### src/rtl/servo_pkg.sv
// servo_pkg: shared state encoding and pulse-width arithmetic for the servo scheduler.
//   POS_W_DEF  : default position word width
//   centre_pos : centre position constant (2^(pos_w-1)) for a given word width
//   state_e    : scheduler states
//   calc_width : position -> pulse width in microsecond ticks
package servo_pkg;

  localparam int unsigned POS_W_DEF = 8;

  typedef enum logic [1:0] {
    IDLE  = 2'd0,
    LOAD  = 2'd1,
    PULSE = 2'd2,
    GAP   = 2'd3
  } state_e;

  // Centre position: the MSB alone, giving MIN + SPAN/2.
  function automatic logic [31:0] centre_pos(input int unsigned pos_w);
    return 32'(1) << (pos_w - 1);
  endfunction

  // width = min_us + (pos * span_us) >> pos_w, full-precision product, truncating.
  function automatic logic [31:0] calc_width(input logic [31:0] pos,
                                             input int unsigned min_us,
                                             input int unsigned span_us,
                                             input int unsigned pos_w);
    logic [63:0] prod;
    prod = 64'(pos) * 64'(span_us);
    return min_us + 32'(prod >> pos_w);
  endfunction

endpackage

### src/rtl/servo_pwm_scheduler_tick_gen.sv
// tick_gen: microsecond prescaler for the servo scheduler.
//   clk, rst : clock, asynchronous active-high reset
//   clr      : synchronous clear of the prescaler
//   tick_c   : combinational one-cycle pulse while the count equals CLK_DIV-1
module tick_gen #(
  parameter int unsigned CLK_DIV = 100
) (
  input  logic clk,
  input  logic rst,
  input  logic clr,
  output logic tick_c
);

  localparam int unsigned CNT_W = (CLK_DIV > 1) ? $clog2(CLK_DIV) : 1;

  logic [CNT_W-1:0] presc_q;
  logic [CNT_W-1:0] presc_d;

  assign tick_c = (presc_q == CNT_W'(CLK_DIV - 1));

  // Count 0..CLK_DIV-1 and wrap; clear wins.
  always_comb begin
    presc_d = presc_q + CNT_W'(1);
    if (clr || tick_c) begin
      presc_d = '0;
    end
  end

  always_ff @(posedge clk or posedge rst) begin
    if (rst) begin
      presc_q <= '0;
    end else begin
      presc_q <= presc_d;
    end
  end

endmodule

### src/rtl/servo_pwm_scheduler.sv
// servo_pwm_scheduler: time-slotted servo pulse generator sharing one timebase
// and one pulse timer across N_CH channels, with double-buffered positions.
//   clk, rst        : 100 MHz clock, asynchronous active-high reset
//   en              : run enable; low forces IDLE
//   wr_valid/ready  : position write handshake (ready low only in LOAD)
//   wr_ch, wr_pos   : target channel and position
//   wr_err          : one-cycle pulse after an accepted out-of-range write
//   servo_o         : registered servo pulse outputs
//   frame_start     : high during the LOAD cycle
//   busy            : high whenever the scheduler is not IDLE
module servo_pwm_scheduler
  import servo_pkg::*;
#(
  parameter int unsigned CLK_DIV  = 100,
  parameter int unsigned N_CH     = 4,
  parameter int unsigned FRAME_US = 20000,
  parameter int unsigned MIN_US   = 1000,
  parameter int unsigned SPAN_US  = 1000,
  parameter int unsigned POS_W    = POS_W_DEF
) (
  input  logic                    clk,
  input  logic                    rst,
  input  logic                    en,
  input  logic                    wr_valid,
  output logic                    wr_ready,
  input  logic [$clog2(N_CH)-1:0] wr_ch,
  input  logic [POS_W-1:0]        wr_pos,
  output logic                    wr_err,
  output logic [N_CH-1:0]         servo_o,
  output logic                    frame_start,
  output logic                    busy
);

  localparam int unsigned CH_W    = $clog2(N_CH);
  localparam int unsigned SLOT_US = FRAME_US / N_CH;
  localparam int unsigned CNT_W   = $clog2(SLOT_US);
  localparam logic [POS_W-1:0] CENTRE = POS_W'(centre_pos(POS_W));

  state_e state_q, state_d;
  logic [CH_W-1:0]  ch_q, ch_d;
  logic [CNT_W-1:0] slot_cnt_q, slot_cnt_d;
  logic [POS_W-1:0] shadow_q [N_CH];
  logic [POS_W-1:0] shadow_d [N_CH];
  logic [POS_W-1:0] active_q [N_CH];
  logic [POS_W-1:0] active_d [N_CH];

  logic [N_CH-1:0] servo_q, servo_d;
  logic            frame_start_q, frame_start_d;
  logic            busy_q, busy_d;
  logic            wr_ready_q, wr_ready_d;
  logic            wr_err_q, wr_err_d;

  logic        tick_c;
  logic        clr_c;
  logic        accept_c;
  logic        in_range_c;
  logic [31:0] width_c;

  assign clr_c      = (state_q == IDLE) || (state_q == LOAD);
  assign accept_c   = wr_valid && wr_ready_q;
  assign in_range_c = (32'(wr_ch) < N_CH);
  assign width_c    = calc_width(32'(active_q[ch_q]), MIN_US, SPAN_US, POS_W);

  tick_gen #(
    .CLK_DIV (CLK_DIV)
  ) u_tick_gen (
    .clk    (clk),
    .rst    (rst),
    .clr    (clr_c),
    .tick_c (tick_c)
  );

  // State register.
  always_ff @(posedge clk or posedge rst) begin
    if (rst) begin
      state_q <= IDLE;
    end else begin
      state_q <= state_d;
    end
  end

  // Next state plus the shared slot timer and channel pointer.
  always_comb begin
    state_d    = state_q;
    ch_d       = ch_q;
    slot_cnt_d = slot_cnt_q;
    case (state_q)
      IDLE: begin
        ch_d       = '0;
        slot_cnt_d = '0;
        if (en) state_d = LOAD;
      end
      LOAD: begin
        ch_d       = '0;
        slot_cnt_d = '0;
        state_d    = PULSE;
      end
      PULSE: begin
        if (tick_c) begin
          slot_cnt_d = slot_cnt_q + CNT_W'(1);
          if (32'(slot_cnt_q) == width_c - 32'd1) state_d = GAP;
        end
      end
      GAP: begin
        if (tick_c) begin
          if (slot_cnt_q == CNT_W'(SLOT_US - 1)) begin
            if (ch_q == CH_W'(N_CH - 1)) begin
              state_d = LOAD;
            end else begin
              ch_d       = ch_q + CH_W'(1);
              slot_cnt_d = '0;
              state_d    = PULSE;
            end
          end else begin
            slot_cnt_d = slot_cnt_q + CNT_W'(1);
          end
        end
      end
      default: state_d = IDLE;
    endcase
    // Dropping enable aborts from any state; a pulse in flight is truncated.
    if (!en) state_d = IDLE;
  end

  // Registered outputs decoded from the upcoming state.
  always_comb begin
    servo_d       = '0;
    frame_start_d = (state_d == LOAD);
    busy_d        = (state_d != IDLE);
    wr_ready_d    = (state_d != LOAD);
    wr_err_d      = accept_c && !in_range_c;
    if (state_d == PULSE) servo_d[ch_d] = 1'b1;
  end

  // Shadow takes writes any time; active only reloads in LOAD.
  always_comb begin
    shadow_d = shadow_q;
    active_d = active_q;
    if (accept_c && in_range_c) shadow_d[wr_ch] = wr_pos;
    if (state_q == LOAD) active_d = shadow_q;
  end

  always_ff @(posedge clk or posedge rst) begin
    if (rst) begin
      ch_q          <= '0;
      slot_cnt_q    <= '0;
      shadow_q      <= '{default: CENTRE};
      active_q      <= '{default: CENTRE};
      servo_q       <= '0;
      frame_start_q <= 1'b0;
      busy_q        <= 1'b0;
      wr_ready_q    <= 1'b1;
      wr_err_q      <= 1'b0;
    end else begin
      ch_q          <= ch_d;
      slot_cnt_q    <= slot_cnt_d;
      shadow_q      <= shadow_d;
      active_q      <= active_d;
      servo_q       <= servo_d;
      frame_start_q <= frame_start_d;
      busy_q        <= busy_d;
      wr_ready_q    <= wr_ready_d;
      wr_err_q      <= wr_err_d;
    end
  end

  assign servo_o     = servo_q;
  assign frame_start = frame_start_q;
  assign busy        = busy_q;
  assign wr_ready    = wr_ready_q;
  assign wr_err      = wr_err_q;

endmodule

### config.mk
export PLATFORM = sky130hd
export DESIGN_NAME = servo_pwm_scheduler
export DESIGN_NICKNAME = d
export VERILOG_FILES = /design/src/rtl/servo_pkg.sv /design/src/rtl/servo_pwm_scheduler_tick_gen.sv /design/src/rtl/servo_pwm_scheduler.sv
export SDC_FILE = /design/constraint.sdc
export NUM_CORES = 1
export LEC_CHECK = 0
export CAP_MARGIN = 20
export CORE_UTILIZATION = 40
export CTS_CLUSTER_SIZE = 24
export DETAILED_ROUTE_END_ITERATION = 8
export SLEW_MARGIN = 5
export SYNTH_ARGS = -nofsm -noshare
export SYNTH_HDL_FRONTEND = slang
export SYNTH_SLANG_ARGS = --single-unit
### constraint.sdc
create_clock -name clk -period 8.6 [get_ports clk]
set_clock_uncertainty 0.2 [all_clocks]
set_input_delay 1.72 -clock clk [delete_from_list [all_inputs] [get_ports clk]]
set_output_delay 1.72 -clock clk [all_outputs]
set_load 0.02 [all_outputs]
==> results.sh, run 1 <==
export IMPL_h_tree_depth=3
export IMPL_synth_edf_count=0
export IMPL_synth_warnings=0
export IMPL_num_io_pins=22
export IMPL_layout_drive_gt1_share=0.2128
export IMPL_tns_ns=0
export IMPL_synth_main_ff_cell="dfrtp_1"
export IMPL_grt_max_degree=77
export IMPL_cp_required_ns=8.63
export IMPL_antenna_cells=0
export IMPL_cts_resized=0
export IMPL_path_cells="mux2_2, o21ai_0, inv_1, fa_1, inv_1, fa_1, fa_1, inv_1, fa_1, ha_1, and3_1, o31a_1, a311o_4, a311o_1, xor3_1, xnor2_1, nor3_1, o2111ai_2, nor3b_2, and4b_1"
export IMPL_worstSetupPathDepth=20
export IMPL_max_stage_delay_ns=0.82
export IMPL_die_area_sq_mm=0.01548
export IMPL_synth_commonest_cells="86 x dfrtp_1, 67 x mux2_2, 53 x inv_1, 40 x nor2_1, 37 x ha_1"
export IMPL_critPathMaxFanout=13
export IMPL_crit_slowest_cell="dfrtp_1"
export IMPL_max_slew_margin=0.3873
export IMPL_finalCriticalPeriod_ns=7.481
export IMPL_synth_area_leaders="dfrtp_1 36%, mux2_2 13%, ha_1 7.7%"
export IMPL_synth_most_common_cell="dfrtp_1"
export IMPL_ys_seq_area_frac=0.3985
export IMPL_dpl_hpwl_um=8128
export IMPL_num_vias=3820
export IMPL_hold_viol=0
export IMPL_holdBufCountCts=0
export IMPL_synth_distinct_cells=64
export IMPL_track_usage=0.1572
export IMPL_cts_sinks=95
export IMPL_cts_tree="done"
export IMPL_core_area_sq_mm=0.01459
export IMPL_grt_pass1_vias=3966
export IMPL_syn_instance_count=525
export IMPL_worst_setup_path_end_kind="flop"
export IMPL_setup_viol=0
export IMPL_port_buffers=20
export IMPL_syn_cell_area_sq_mm=0.005994
export IMPL_cts_root_buf="clkbuf_16"
export IMPL_worstRegToRegCells=20
export IMPL_remaining_drc_errors=0
export IMPL_hold_class="flop to flop"
export IMPL_rows=44
export IMPL_nets=612
export IMPL_synth_top_cell_by_area="dfrtp_1"
export IMPL_fin_ws_ns=1.119
export IMPL_yosysTopAreaCellShare=0.3590
export IMPL_cts_buffers=9
export IMPL_synth_seq_cells=95
export IMPL_rsz0062_at_grt="false"
export IMPL_status="finished clean"
export IMPL_routed_wl_um=11200
export IMPL_final_period_utilization=0.8699
export IMPL_crit_type="flop to flop"
export IMPL_cts_setup_buffers=0
export IMPL_fmax_mhz=133.7
export IMPL_dieHeight_um=124.4
export IMPL_first_iter_violations=153
export IMPL_cpMostUsedCell="fa_1"
export IMPL_tightest_slew_ns=0.9190
export IMPL_crit_buf_inv=3
export IMPL_ant_nets=0
export IMPL_wire_per_inst_um=15.36
export IMPL_syn_area_per_cell_sq_um=11.42
export IMPL_critPathLaunchType="flop"
export IMPL_drv_cap=0
export IMPL_pre_cts_ws_ns=1.090
export IMPL_initial_core_util=0.4109
export IMPL_clkTransAtPathRegs_ns=0.07
export IMPL_drv_slew=0
export IMPL_antenna_found_initial=0
export IMPL_whs_path_depth=1
export IMPL_die_w_um=124.4
export IMPL_n_fill_cell=1309
export IMPL_grt_overflow=0
export IMPL_clk_latency_ns=0.34
export IMPL_hold_worst_slack_ns=0.2642
export IMPL_viasPerCell=5.240
export IMPL_routabilityCongestion=0.7915
export IMPL_drtPass1Iterations=5
export IMPL_cp_top_family="adder cells"
export IMPL_arrival_ns=7.51
export IMPL_cts_buffer_depth=2
export IMPL_grt_first_pass_wirelength_um=19620
export IMPL_syn_nets=597
export IMPL_synthArstFlopShare=1.000
export IMPL_syn_to_final_growth_pct=11.52
## area by class of cell
cell class / instances / area (sq um) / area share
Clock inverter: 7 / 103.9 / 0.01553
Sequential cell: 95 / 2389 / 0.3573
Tap cell: 184 / 230.2 / 0.03444
Clock buffer: 9 / 225.2 / 0.03369
Multi-Input combinational cell: 359 / 3322 / 0.4969
Timing Repair Buffer: 22 / 215.2 / 0.03219
Inverter: 53 / 200.2 / 0.02995
## cell families after synthesis
| kind of cell | Yosys count | synth area share |
|---|---|---|
| AND/OR/NAND/NOR | 127 | 0.1104 |
| buffers and inverters | 71 | 0.04822 |
| multiplexers | 77 | 0.1572 |
| adder cells (fa/ha/maj) | 58 | 0.1474 |
| AO/OA/AOI/OAI | 54 | 0.07389 |
| other | 1 | 0.0006256 |
| flip-flops | 95 | 0.3985 |
| XOR/XNOR | 42 | 0.06387 |
## worst register-to-register path: stages, from the launching register on
cell,delay [ns]
dfrtp_1,0.82
mux2_2,0.44
o21ai_0,0.30
inv_1,0.20
fa_1,0.53
inv_1,0.05
fa_1,0.50
fa_1,0.54
inv_1,0.05
fa_1,0.47
ha_1,0.43
and3_1,0.26
o31a_1,0.34
a311o_4,0.42
a311o_1,0.37
xor3_1,0.23
xnor2_1,0.14
nor3_1,0.25
o2111ai_2,0.14
nor3b_2,0.42
and4b_1,0.26
## layout by cell type (no fill, tap or decap), drive strengths merged, types with 8 or more instances in the layout
cell | Yosys | layout
xor2 | 20 | 20
inv | 53 | 54
ha | 37 | 37
dfstp | 9 | 9
nor2 | 40 | 40
fa | 21 | 21
xnor2 | 21 | 21
o21ai | 8 | 8
a21oi | 11 | 11
dfrtp | 86 | 86
mux2 | 67 | 67
nand3 | 13 | 13
clkbuf | 7 | 9
nand2 | 22 | 22
clkdlybuf4s50 | 0 | 20
## metrics by stage
stage          utilization  instance area [sq um]  instances
2_1_floorplan            -                   5995        525
3_3_place_gp        0.4357                   6356        713
3_5_place_dp        0.4357                   6356        713
4_1_cts             0.4582                   6685        729
5_1_grt             0.4582                   6685        729
6_report            0.4582                   6685        729
## registers in the layout, summed over array words and instances, names as in the netlist
register            cells
state_q                 2
u_tick_gen.presc_q      7
slot_cnt_q             13
servo_o                 4
ch_q                    2
wr_ready                1
busy                    1
frame_start             1
active_q               32
shadow_q               32
## routing by layer
| metal | GRT usage | share of wire | vias up |
|---|---|---|---|
| li1 | - | - | 1856 |
| met1 | 0.2076 | 0.49 | 1914 |
| met2 | 0.2649 | 0.48 | 41 |
| met3 | 0.02792 | 0.022 | 9 |
| met4 | 0.04252 | 0.011 | 0 |
| met5 | 0 | 0 | - |
## worst paths after layout
check | start | end | slack [ns]
max | ch_q[0] | servo_o[3] | 1.12
min | u_tick_gen.presc_q[0] | u_tick_gen.presc_q[0] | 0.26
max reg2reg | ch_q[0] | servo_o[3] | 1.12
min reg2reg | u_tick_gen.presc_q[0] | u_tick_gen.presc_q[0] | 0.26
max in group asynchronous | rst | active_q[20] | 5.53
min in group asynchronous | rst | slot_cnt_q[1] | 1.45
Power of run 1 is left out: the tool's default activity adds up to more than one toggle a clock period on the data nets, which glitch-free logic cannot reach.
==> run 2: changes to the inputs <==
CELL_PAD_IN_SITES_DETAIL_PLACEMENT = 0   (was unset)
CELL_PAD_IN_SITES_GLOBAL_PLACEMENT = 1   (was unset)
PLACE_DENSITY_LB_ADDON = 0.1   (was unset)
==> run 2 against run 1 <==
Final cell count unchanged; via count increased by 2.2%; largest cell class unchanged; worst hold slack improved by 0.0099 ns.
==> results.sh, run 2 (synthesis results as in run 1) <==
export IMPL_dpl_hpwl_um=8744
export IMPL_cts_setup_buffers=0
export IMPL_h_tree_depth=3
export IMPL_syn_to_final_growth_pct=10.81
export IMPL_grt_util_met1=0.2370
export IMPL_hold_viol=0
export IMPL_first_iter_violations=158
export IMPL_hold_class="flop to flop"
export IMPL_rsz0062_at_grt="false"
export IMPL_die_w_um=124.4
export IMPL_rows=44
export IMPL_reg_largest_list="active_q (32), shadow_q (32), slot_cnt_q (13)"
export IMPL_cts_resized=0
export IMPL_cts_buffer_depth=2
export IMPL_initial_core_util=0.4109
export IMPL_cts_buffers=9
export IMPL_busiest_layer="met2"
export IMPL_tightest_slew_ns=0.9270
export IMPL_track_usage=0.1669
export IMPL_ant_nets=0
export IMPL_drtPass1Iterations=4
export IMPL_num_vias=3903
export IMPL_viasPerCell=5.354
export IMPL_critPathLaunchType="flop"
export IMPL_setup_viol=0
export IMPL_remaining_drc_errors=0
export IMPL_drv_slew=0
export IMPL_tns_ns=0
export IMPL_cts_sinks=95
export IMPL_grt_pass1_vias=4043
export IMPL_cp_required_ns=8.63
export IMPL_whs_path_depth=1
export IMPL_routabilityCongestion=0.7502
export IMPL_num_io_pins=22
export IMPL_critPathMaxFanout=13
export IMPL_drv_cap=0
export IMPL_layout_drive_gt1_share=0.2128
export IMPL_crit_buf_inv=3
export IMPL_cts_root_buf="clkbuf_16"
export IMPL_clk_latency_ns=0.34
export IMPL_status="finished clean"
export IMPL_grt_first_pass_wirelength_um=20830
export IMPL_cts_tree="done"
export IMPL_met2_usage=0.2668
export IMPL_max_slew_margin=0.3786
export IMPL_finalCriticalPeriod_ns=7.420
export IMPL_worst_setup_path_end_kind="flop"
export IMPL_path_cells="mux2_2, o21ai_0, inv_1, fa_1, inv_1, fa_1, fa_1, inv_1, fa_1, ha_1, and3_1, o31a_1, a311o_4, a311o_1, xor3_1, xnor2_1, nor3_1, o2111ai_2, nor3b_2, and4b_1"
export IMPL_nets=612
export IMPL_wire_per_inst_um=16.24
export IMPL_clkTransAtPathRegs_ns=0.07
export IMPL_arrival_ns=7.45
export IMPL_layout_common_cells="86 x dfrtp_1, 67 x mux2_2, 52 x inv_1, 40 x nor2_1, 37 x ha_1"
export IMPL_final_period_utilization=0.8627
export IMPL_die_area_sq_mm=0.01548
export IMPL_holdBufCountCts=0
export IMPL_cp_top_family="adder cells"
export IMPL_met3_usage=0.02191
export IMPL_layout_commonest_cell="dfrtp_1"
export IMPL_dieHeight_um=124.4
export IMPL_grt_overflow=0
export IMPL_max_stage_delay_ns=0.80
export IMPL_antenna_cells=0
export IMPL_crit_slowest_cell="dfrtp_1"
export IMPL_routed_wl_um=11840
export IMPL_worstRegToRegCells=20
export IMPL_port_buffers=20
export IMPL_crit_type="flop to flop"
export IMPL_cpMostUsedCell="fa_1"
export IMPL_core_area_sq_mm=0.01459
export IMPL_grt_max_degree=57
export IMPL_fmax_mhz=134.8
export IMPL_antenna_found_initial=0
export IMPL_worstSetupPathDepth=20
-- run 2: changes by cell type in the layout (fill, tap and decap cells not counted) --
cell,before,now
bufinv_16,2,0
clkinv_2,1,2
clkinvlp_4,2,1
inv_6,1,2
inv_8,1,2
-- run 2: stage by stage --
step                area [sq um]  setup slack (ns)  hold WS, ns  utilization  std cells
CTS                         6643             1.139       0.2713       0.4553        729
global route                6643            0.7104       0.3024       0.4553        729
finish                      6643             1.180       0.2740       0.4553        729
floorplan                   5995             1.814       0.2331            -        525
global placement            6356             1.246       0.2495       0.4357        713
detailed placement          6356             1.126       0.2542       0.4357        713
-- run 2: metal layers --
layer	wire, um	vias to the layer above
li1	-	1865
met1	5988	1989
met2	5529	41
met3	219	8
met4	104	0
met5	0	-
-- run 2: final cells by class --
type / count / area (sq um)
clock buffer: 9 / 225.2
clock inverter: 7 / 61.31
fill: 1358 / 7946
inverter: 53 / 200.2
multi-input combinational: 359 / 3322
sequential: 95 / 2389
tap: 184 / 230.2
timing repair buffer: 22 / 215.2
-- run 2: final timing paths --
path	end	start	slack (ns)
worst max-delay path	servo_o[3]	ch_q[0]	1.18
max in group asynchronous	slot_cnt_q[1]	rst	5.46
worst min register to register	u_tick_gen.presc_q[0]	u_tick_gen.presc_q[0]	0.27
worst max register to register	servo_o[3]	ch_q[0]	1.18
worst min-delay path	u_tick_gen.presc_q[0]	u_tick_gen.presc_q[0]	0.27
min in group asynchronous	shadow_q[29]	rst	1.59
-- run 2: worst reg2reg max path, cell delays in order, from the launching register on --
cell and delay, ns:
dfrtp_1 0.80, mux2_2 0.43, o21ai_0 0.28, inv_1 0.20, fa_1 0.53, inv_1 0.05
fa_1 0.50, fa_1 0.54, inv_1 0.05, fa_1 0.48, ha_1 0.43, and3_1 0.25
o31a_1 0.33, a311o_4 0.43, a311o_1 0.39, xor3_1 0.23, xnor2_1 0.14, nor3_1 0.24
o2111ai_2 0.13, nor3b_2 0.43, and4b_1 0.25
Power of run 2 is left out for the same reason.
==> run 3: changes to the inputs <==
CAP_MARGIN = 10   (was 20)
==> results of run 3 <==
Final layout, timing and power as in run 2 (identical DEF).
Power of run 3 is left out for the same reason.
